`src/rtl/instr_encoder_loader_if.sv`:
```
// Symbolic instruction-field handshake into the IMEM loader.
// Master offers fields with In_valid; the loader answers with In_ready.
interface instr_encoder_loader_if;
    logic        In_valid;
    logic        In_ready;
    logic [3:0]  Kind;
    logic [4:0]  Rs;
    logic [4:0]  Rt;
    logic [4:0]  Rd;
    logic [15:0] Imm;
    logic [25:0] Target;

    modport master (
        output In_valid, Kind, Rs, Rt, Rd, Imm, Target,
        input  In_ready
    );

    modport slave (
        input  In_valid, Kind, Rs, Rt, Rd, Imm, Target,
        output In_ready
    );
endinterface

```
`src/rtl/instr_encoder_loader.sv`:
```
// Boot loader: encodes symbolic MIPS-subset fields into 32-bit words
// and writes them sequentially into IMEM through one write port.
module instr_encoder_loader #(
    parameter int AW    = 5,
    parameter int DEPTH = 32
) (
    input  logic                    Clk,
    input  logic                    Clrn,
    input  logic                    Start,
    instr_encoder_loader_if.slave   in_if,
    output logic                    Mem_we,
    output logic [AW-1:0]           Mem_addr,
    output logic [31:0]             Mem_wdata,
    output logic [AW:0]             Count,
    output logic                    Full,
    output logic                    Err
);

    typedef enum logic [1:0] {
        IDLE = 2'd0,
        ENC  = 2'd1,
        WR   = 2'd2
    } state_t;

    localparam logic [AW:0]   DEPTH_C = (AW+1)'(DEPTH);
    localparam logic [AW:0]   CNT_ONE = {{AW{1'b0}}, 1'b1};
    localparam logic [AW-1:0] ADR_ONE = {{(AW-1){1'b0}}, 1'b1};
    localparam logic [3:0]    K_ILL   = 4'd15;

    state_t      state_q, state_d;
    logic [3:0]  kind_q;
    logic [4:0]  rs_q, rt_q, rd_q;
    logic [15:0] imm_q;
    logic [25:0] tgt_q;
    logic        accept;
    logic [AW:0] count_inc;

    function automatic logic [31:0] encode(
        input logic [3:0]  kind,
        input logic [4:0]  rs,
        input logic [4:0]  rt,
        input logic [4:0]  rd,
        input logic [15:0] imm,
        input logic [25:0] tgt
    );
        logic [31:0] w;
        w = 32'd0;
        unique case (kind)
            4'd0:  w = {6'b000000, rs, rt, rd, 5'd0, 6'b100001};
            4'd1:  w = {6'b000000, rs, rt, rd, 5'd0, 6'b100011};
            4'd2:  w = {6'b000000, rs, rt, rd, 5'd0, 6'b100100};
            4'd3:  w = {6'b000000, rs, rt, rd, 5'd0, 6'b100101};
            4'd4:  w = {6'b000000, rs, 15'd0, 6'b001000};
            4'd5:  w = {6'b001000, rs, rt, imm};
            4'd6:  w = {6'b001100, rs, rt, imm};
            4'd7:  w = {6'b001101, rs, rt, imm};
            4'd8:  w = {6'b100011, rs, rt, imm};
            4'd9:  w = {6'b101011, rs, rt, imm};
            4'd10: w = {6'b000100, rs, rt, imm};
            4'd11: w = {6'b000101, rs, rt, imm};
            4'd12: w = {6'b000010, tgt};
            4'd13: w = {6'b001111, 5'd0, rt, imm};
            4'd14: w = {6'b000011, tgt};
            default: w = 32'd0;
        endcase
        return w;
    endfunction

    // Ready is masked by Clrn so it reads low while reset is held.
    assign in_if.In_ready = Clrn & (state_q == IDLE) & ~Full;
    assign accept         = in_if.In_valid & in_if.In_ready & ~Start;
    assign Mem_we         = (state_q == WR) & ~Start;
    assign count_inc      = Count + CNT_ONE;

    always_ff @(posedge Clk or negedge Clrn) begin
        if (!Clrn) state_q <= IDLE;
        else       state_q <= state_d;
    end

    always_comb begin
        state_d = state_q;
        if (Start) begin
            state_d = IDLE;
        end else begin
            unique case (state_q)
                IDLE:    if (accept) state_d = ENC;
                ENC:     state_d = (kind_q == K_ILL) ? IDLE : WR;
                WR:      state_d = IDLE;
                default: state_d = IDLE;
            endcase
        end
    end

    always_ff @(posedge Clk or negedge Clrn) begin
        if (!Clrn) begin
            kind_q    <= '0;
            rs_q      <= '0;
            rt_q      <= '0;
            rd_q      <= '0;
            imm_q     <= '0;
            tgt_q     <= '0;
            Mem_addr  <= '0;
            Mem_wdata <= '0;
            Count     <= '0;
            Full      <= 1'b0;
            Err       <= 1'b0;
        end else if (Start) begin
            Mem_addr <= '0;
            Count    <= '0;
            Full     <= 1'b0;
            Err      <= 1'b0;
        end else begin
            if (accept) begin
                kind_q <= in_if.Kind;
                rs_q   <= in_if.Rs;
                rt_q   <= in_if.Rt;
                rd_q   <= in_if.Rd;
                imm_q  <= in_if.Imm;
                tgt_q  <= in_if.Target;
            end
            if (state_q == ENC) begin
                if (kind_q == K_ILL) Err <= 1'b1;
                else Mem_wdata <= encode(kind_q, rs_q, rt_q,
                                         rd_q, imm_q, tgt_q);
            end
            if (state_q == WR) begin
                Mem_addr <= Mem_addr + ADR_ONE;
                Count    <= count_inc;
                Full     <= (count_inc == DEPTH_C);
            end
        end
    end

endmodule
```
`src/flat_wrapper.sv`:
```
// flat-port wrapper written by rule: the top's interface ports become plain ports
module instr_encoder_loader_flat 
#(
    parameter int AW    = 5,
    parameter int DEPTH = 32
)
  (Clk, Clrn, Start, Mem_we, Mem_addr, Mem_wdata, Count, Full, Err, in_if_In_valid, in_if_Kind, in_if_Rs, in_if_Rt, in_if_Rd, in_if_Imm, in_if_Target, in_if_In_ready);
  instr_encoder_loader_if in_if_i ();
  input  logic Clk;
  input  logic Clrn;
  input  logic Start;
  output logic Mem_we;
  output logic [AW-1:0] Mem_addr;
  output logic [31:0] Mem_wdata;
  output logic [AW:0] Count;
  output logic Full;
  output logic Err;
  input wire logic [$bits(in_if_i.In_valid)-1:0] in_if_In_valid;
  input wire logic [$bits(in_if_i.Kind)-1:0] in_if_Kind;
  input wire logic [$bits(in_if_i.Rs)-1:0] in_if_Rs;
  input wire logic [$bits(in_if_i.Rt)-1:0] in_if_Rt;
  input wire logic [$bits(in_if_i.Rd)-1:0] in_if_Rd;
  input wire logic [$bits(in_if_i.Imm)-1:0] in_if_Imm;
  input wire logic [$bits(in_if_i.Target)-1:0] in_if_Target;
  output wire logic [$bits(in_if_i.In_ready)-1:0] in_if_In_ready;
  assign in_if_i.In_valid = in_if_In_valid;
  assign in_if_i.Kind = in_if_Kind;
  assign in_if_i.Rs = in_if_Rs;
  assign in_if_i.Rt = in_if_Rt;
  assign in_if_i.Rd = in_if_Rd;
  assign in_if_i.Imm = in_if_Imm;
  assign in_if_i.Target = in_if_Target;
  assign in_if_In_ready = in_if_i.In_ready;
  instr_encoder_loader #(.AW(AW), .DEPTH(DEPTH)) u_core (.Clk(Clk), .Clrn(Clrn), .Start(Start), .in_if(in_if_i), .Mem_we(Mem_we), .Mem_addr(Mem_addr), .Mem_wdata(Mem_wdata), .Count(Count), .Full(Full), .Err(Err));
endmodule
```
`config.mk`:
```
export PLATFORM = sky130hd
export DESIGN_NAME = instr_encoder_loader_flat
export DESIGN_NICKNAME = d
export VERILOG_FILES = /design/src/rtl/instr_encoder_loader_if.sv /design/src/rtl/instr_encoder_loader.sv /design/src/flat_wrapper.sv
export SDC_FILE = /design/constraint.sdc
export NUM_CORES = 1
export LEC_CHECK = 0
export CORE_MARGIN = 2
export CORE_UTILIZATION = 54
export DETAILED_ROUTE_END_ITERATION = 10
export PLACE_DENSITY = 0.85
export SYNTH_ARGS = -nofsm -noshare
export SYNTH_HDL_FRONTEND = slang
export SYNTH_SLANG_ARGS = --single-unit
```
`constraint.sdc`:
```
create_clock -name Clk -period 3.7 [get_ports Clk]
set_input_delay 0.74 -clock Clk [delete_from_list [all_inputs] [get_ports Clk]]
set_output_delay 0.74 -clock Clk [all_outputs]
set_load 0.05 [all_outputs]
```
* Yosys cells after proc, flatten, opt, wreduce, memory -nomap -nowiden
Index checks and enable logic that the tools add are counted.
Storage, ports and cells: output and inout port bits 47, word-level logic and storage cells 63, bits of input ports 65, bits in registers 108
Operators by class: bitwise logic cells 8, reduce and logical (&&, ||, !) cells 8, $add $sub $neg 2, eq/ne operators 19, mux-type cells 14
Operators by type and width (number):
- 32-bit one-hot mux with 15 select lines | 1
- 4-bit equality test (second input constant) | 8
- 4-bit by 3-bit equality test with 1-bit output (second input constant) | 4
- 6-bit 2-to-1 mux | 2
- 5-bit 2-to-1 mux | 2
- 4-bit by 2-bit equality test with 1-bit output (second input constant) | 2
- 6-bit by 1-bit adder with 6-bit output (second input constant) | 1
- 6-bit equality test (second input constant) | 1
- 2-bit 2-to-1 mux | 3
- 2-bit nonzero test | 3
- 5-bit by 1-bit adder with 5-bit output (second input constant) | 1
- 1-bit bitwise AND | 5
- 1-bit 2-to-1 mux | 5
- 4-bit by 1-bit equality test with 1-bit output (second input constant) | 1
- 4-bit logical NOT | 1
- 2-bit one-hot mux with 2 select lines | 1
- 2-bit AND reduction | 2
- 3-bit by 2-bit inequality test with 1-bit output (second input constant) | 1
- 1-bit inverter | 3
- 3-bit AND reduction | 1
- 2-bit by 1-bit equality test with 1-bit output (second input constant) | 1
- 2-bit equality test (second input constant) | 1
- 2-bit logical NOT | 1

* Longest topological paths before layout
depth in word-level cells 8, mapped depth 7, mapped depth without buffers 5

* Least setup slack after synthesis
Ideal clock, no wire load.
path type input -> register, start point input Clrn, end point register u_core.imm_q[0], path buffers 2, arrival time 2466 ps, required time 3575 ps, stages 5, setup time 125 ps, slack 1109 ps, path through nor4b_2 nand3b_1 buf_4 buf_6 mux2_4
Between the ends: cells in the longest elaborated chain, start to end 5
RTL lines:
- from (decl) | line flat_wrapper.sv:10 | input logic Clrn;
- 1-bit bitwise AND (2 in a row) | line instr_encoder_loader.sv:70 | assign in_if.In_ready = Clrn & (state_q == IDLE) & ~Full;
- 1-bit bitwise AND (2 in a row) | line instr_encoder_loader.sv:71 | assign accept = in_if.In_valid & in_if.In_ready & ~Start;
- 2-bit AND reduction (no line)
- to (signal assigned) | line instr_encoder_loader.sv:118 | imm_q <= in_if.Imm;
- to (decl) | line instr_encoder_loader.sv:33 | logic [15:0] imm_q;
No other way between the ends. A chain may end at the register's enable or synchronous reset.

* Worst setup path after layout
start point register u_core.state_q[1], end point output Mem_we
Between the ends: cells in the longest elaborated chain, start to end 2
RTL lines:
- from (decl) | line instr_encoder_loader.sv:30 | state_t state_q, state_d;
- from (signal assigned) | line instr_encoder_loader.sv:77 | else state_q <= state_d;
- 2-bit equality test | line instr_encoder_loader.sv:72 | assign Mem_we = (state_q == WR) & ~Start;
- 1-bit bitwise AND | line instr_encoder_loader.sv:72
- to (decl) | line flat_wrapper.sv:12 | output logic Mem_we;
No other way between the ends.

==> results_tabular.tex <==
\begin{tabular}{lr}
\hline
Metric & Value \\
\hline
\multicolumn{2}{l}{\textbf{Power and ir drop}} \\
\quad Static leakage & 2.87 nW \\
\quad Switching share of power & 0.377 \\
\quad Worst vdd rail ir drop & 0.000444 V \\
\quad Seq pwr share & 0.437 \\
\quad Ratio of total power to cell area & 600 nW/um\^{}2 \\
\quad Cell Int Power & 0.00236 W \\
\quad Psw & 0.00143 W \\
\quad Clock network fraction of total power & 0.204 \\
\quad Combinational share of power & 0.358 \\
\multicolumn{2}{l}{\textbf{Critical path}} \\
\quad Cell with the most instances on the worst path & nor2b\_1 \\
\quad Worst reg2reg path startpoint & u\_core.kind\_q[3] \\
\quad Longest individual stage delay on the worst path & 0.81 ns \\
\quad Crit path capture type & output pin \\
\quad Register-to-Register Setup Slack & 1.14 ns \\
\quad CP Data Required Time & 2.96 ns \\
\quad Worst reg2reg path depth & 4 \\
\quad Worst reg2reg endpoint & u\_core.Mem\_wdata[13] \\
\quad CP Class & reg -> out \\
\quad Highest net fanout along the worst path & 14 \\
\quad Critical Path AT & 2.16 ns \\
\quad Ordered list of cells on the worst path & nor2b\_1, buf\_4, nor2b\_1, clkdlybuf4s50\_1 \\
\quad Startpoint class of the critical path & flip-flop \\
\quad Cell at the slowest stage of the critical path & clkdlybuf4s50\_1 \\
\multicolumn{2}{l}{\textbf{Logic synthesis}} \\
\quad Combined area of all synthesized cells & 4960 um\^{}2 \\
\quad Post-synth EDFFs & 0 \\
\quad Count of cell types in the netlist & 44 \\
\quad Flip-flop and latch count after synthesis & 107 \\
\quad Synthesized-area fraction occupied by and/or/nand/nor cells & 0.0995 \\
\quad Primary FF master, synth & dfrtp\_1 \\
\quad Top cell type's share of synthesized area & 0.539 \\
\quad Sequential cell area fraction in the yosys report & 0.539 \\
\quad Top area cells in the synthesized netlist & dfrtp\_1 54\%, mux2\_4 18\%, nor2\_1 3.2\% \\
\quad Proportion of synthesized area in mux cells & 0.189 \\
\quad Adder-cell share of the synthesized area & 0.00756 \\
\quad Ranking of synthesized cells by instance count & 107 x dfrtp\_1, 59 x mux2\_4, 42 x nor2\_1 \\
\quad XOR/XNOR Fraction of Synth Area & 0.0212 \\
\quad Area fraction in compound gates after synthesis & 0.103 \\
\quad Synth async-reset ratio & 1.00 \\
\quad Mean instance size in the synthesized netlist & 12.5 um\^{}2 \\
\quad Synth Instances & 396 \\
\quad Number of warnings reported in the yosys synthesis log & 0 \\
\quad Yosys top cell by area & dfrtp\_1 \\
\quad Post-synth net total & 464 \\
\quad Dominant combinational cell family by area after synthesis & multiplexers \\
\quad Most frequent cell after synthesis & dfrtp\_1 \\
\multicolumn{2}{l}{\textbf{Floorplanning}} \\
\quad Number of placement rows & 34 \\
\quad DIE HEIGHT & 99.9 um \\
\quad Area of the core & 8810 um\^{}2 \\
\quad Die Wd & 99.9 um \\
\quad Initial Util & 0.564 \\
\quad Ports & 112 \\
\quad DIE AREA & 9980 um\^{}2 \\
\multicolumn{2}{l}{\textbf{CTS}} \\
\quad TritonCTS Buffers & 9 \\
\quad Maximum clock insertion buffer count & 2 \\
\quad Clock latency of the later-clocked register in the worst-skew pair & 0.38 ns \\
\quad CTS H-tree lvls & 3 \\
\quad Number of setup buffers added after CTS & 0 \\
\quad CTS Sinks & 107 \\
\quad Root buf cell & clkbuf\_8 \\
\quad Post-CTS clock slew at the launch and capture registers of the worst setup and hold paths & 0.11 ns \\
\quad Post-cts hold buffer count & 0 \\
\quad TritonCTS clock tree & done \\
\quad Number of gates given a new drive strength after cts & 0 \\
\multicolumn{2}{l}{\textbf{Global route}} \\
\quad Global route total overflow & 0 \\
\quad Global-route wire length before repair & 18.3 mm \\
\quad Largest net degree at the start of global routing & 63 \\
\quad Via count of the first global-routing pass & 3686 \\
\quad Global Route Usage Sum & 0.235 \\
\quad Number of antenna violations at the first check in global routing & 0 \\
\multicolumn{2}{l}{\textbf{STA}} \\
\quad Setup repair after global routing missed its margin & false \\
\quad Final Hold Viols & 0 \\
\quad Clock period minus final worst setup slack & 2.90 ns \\
\quad Final setup violation count & 0 \\
\quad Worst Clk Skew & 0.0129 ns \\
\quad Max\_slew headroom & 0.413 \\
\quad Post-route setup TNS & 0 ns \\
\quad Number of max-slew violations in the final report & 0 \\
\quad Maximum clock frequency & 344 MHz \\
\quad Share of the clock period used by the worst path after layout & 0.785 \\
\quad Slew at the pin closest to its max-slew limit & 0.877 ns \\
\multicolumn{2}{l}{\textbf{Cells and area}} \\
\quad Share of the core filled with cells in the final layout & 0.716 \\
\quad Count of filler cells inserted in the layout & 610 \\
\quad Layout cell share with drive strength beyond 1 & 0.173 \\
\quad Area growth syn-to-layout & 27.0\% \\
\quad Total Nets Final & 565 \\
\quad Number of antenna diodes & 0 \\
\multicolumn{2}{l}{\textbf{Place}} \\
\quad IO Port Bufs & 110 \\
\quad Sum of net half-perimeters after detailed placement & 7.78 mm \\
\quad RD Place Congestion & 0.816 \\
\multicolumn{2}{l}{\textbf{Drt}} \\
\quad Via density & 5.76 \\
\quad Average routed wire per standard cell & 18.3 um \\
\quad Number of optimization iterations in the first detailed-route pass & 5 \\
\quad Count of antenna-violating nets left after detailed routing & 0 \\
\quad Final routed DRC violation total & 0 \\
\quad Iteration-0 DRC Markers & 182 \\
\quad Aggregate routed wire length & 11.2 mm \\
\quad Vias after detailed routing & 3516 \\
\multicolumn{2}{l}{\textbf{Min path}} \\
\quad Hold/Removal Path Class & in -> async \\
\multicolumn{2}{l}{\textbf{Job}} \\
\quad Number of violations of the max-capacitance limit & 0 \\
\multicolumn{2}{l}{\textbf{Status}} \\
\quad Outcome & finished, final reports clean \\
\hline
\end{tabular}
==> cell families (layout without fill, tap and decap cells) <==
logic type | Yosys count | after routing
DFF | 107 | 107
buffers and inverters | 33 | 139
AOI/OAI and AO/OA | 73 | 73
muxes | 64 | 64
xor gates and xnor gates | 12 | 12
and+or+nand+nor | 103 | 103
adders and majority gates | 3 | 3
other | 1 | 1
==> power groups by stage <==
stage | logic, W | registers (W) | clock network [W]
2_1_floorplan | 0.000551 | 0.00199 | 0
3_3_place_gp | 0.00131 | 0.00166 | 0
3_5_place_dp | 0.00135 | 0.00167 | 0
4_1_cts | 0.00136 | 0.00165 | 0.000786
5_1_grt | 0.00143 | 0.00169 | 0.000830
6_report | 0.00136 | 0.00165 | 0.000773
==> registers in the layout, summed over array words and instances (netlist names) <==
register / flops
u_core.Count: 6
u_core.Err: 1
u_core.Full: 1
u_core.Mem_addr: 5
u_core.Mem_wdata: 31
u_core.imm_q: 16
u_core.kind_q: 4
u_core.rd_q: 5
u_core.rs_q: 5
u_core.rt_q: 5
u_core.state_q: 2
u_core.tgt_q: 26
==> worst max-delay path: cells and delay by family (launching register included) <==
family        cells  cell delay [ns]
flops             1             0.45
buf+inv           2             1.03
simple gates      2             0.31
==> final cells by class <==
| type | count | area (um^2) | share of cell area |
|---|---|---|---|
| Clock buffer | 9 | 124 | 0.0196 |
| Clock inverter | 7 | 93.8 | 0.0149 |
| Inverter | 6 | 22.5 | 0.00357 |
| Multi-Input combinational cell | 256 | 2090 | 0.331 |
| Sequential cell | 107 | 2680 | 0.425 |
| Tap cell | 108 | 135 | 0.0214 |
| Timing Repair Buffer | 117 | 1160 | 0.185 |
==> placed cells by master, fill, tap and decap left out, drive strengths merged, types with 2 or more instances in the layout <==
cell,instances
mux2i,3
inv,10
and2,2
clkbuf,9
o21ai,17
nand3,8
xnor2,3
a22oi,3
o31ai,2
clkdlybuf4s50,109
o22ai,2
nor3,2
a222oi,5
nand4,4
nand2,24
ha,3
nor2b,7
xor2,9
nor2,42
nand2b,3
buf,8
dfrtp,107
a221oi,11
nor3b,6
a21oi,12
a31oi,5
mux2,61
a22o,10
==> worst max-delay path by stage <==
stage	startpoint	endpoint	slack [ns]
5_1_grt	u_core.state_q[1]	Mem_we	0.69
3_3_place_gp	Start	Mem_we	0.89
3_5_place_dp	Start	Mem_we	0.86
6_report	u_core.state_q[1]	Mem_we	0.80
2_1_floorplan	Clrn	u_core.imm_q[0]	1.11
4_1_cts	u_core.state_q[1]	Mem_we	0.78
==> through the flow <==
step | hold slack (ns) | power [W] | cells | setup WS [ns] | cell area (um^2)
floorplan | 0.444 | 0.00254 | 396 | 1.11 | 4960
global placement | 0.468 | 0.00297 | 594 | 0.891 | 6090
detailed placement | 0.478 | 0.00303 | 594 | 0.864 | 6090
finish | 0.475 | 0.00378 | 610 | 0.796 | 6310
CTS | 0.482 | 0.00380 | 610 | 0.779 | 6310
global route | 0.492 | 0.00396 | 610 | 0.687 | 6310
==> routing by layer <==
layer	vias to the layer above	routed length, um	track usage
li1	1609	-	-
met1	1752	4630	0.300
met2	132	5710	0.403
met3	23	667	0.0606
met4	0	178	0.0622
met5	-	0	0
Note: power is estimated with default switching activity, not from simulation.
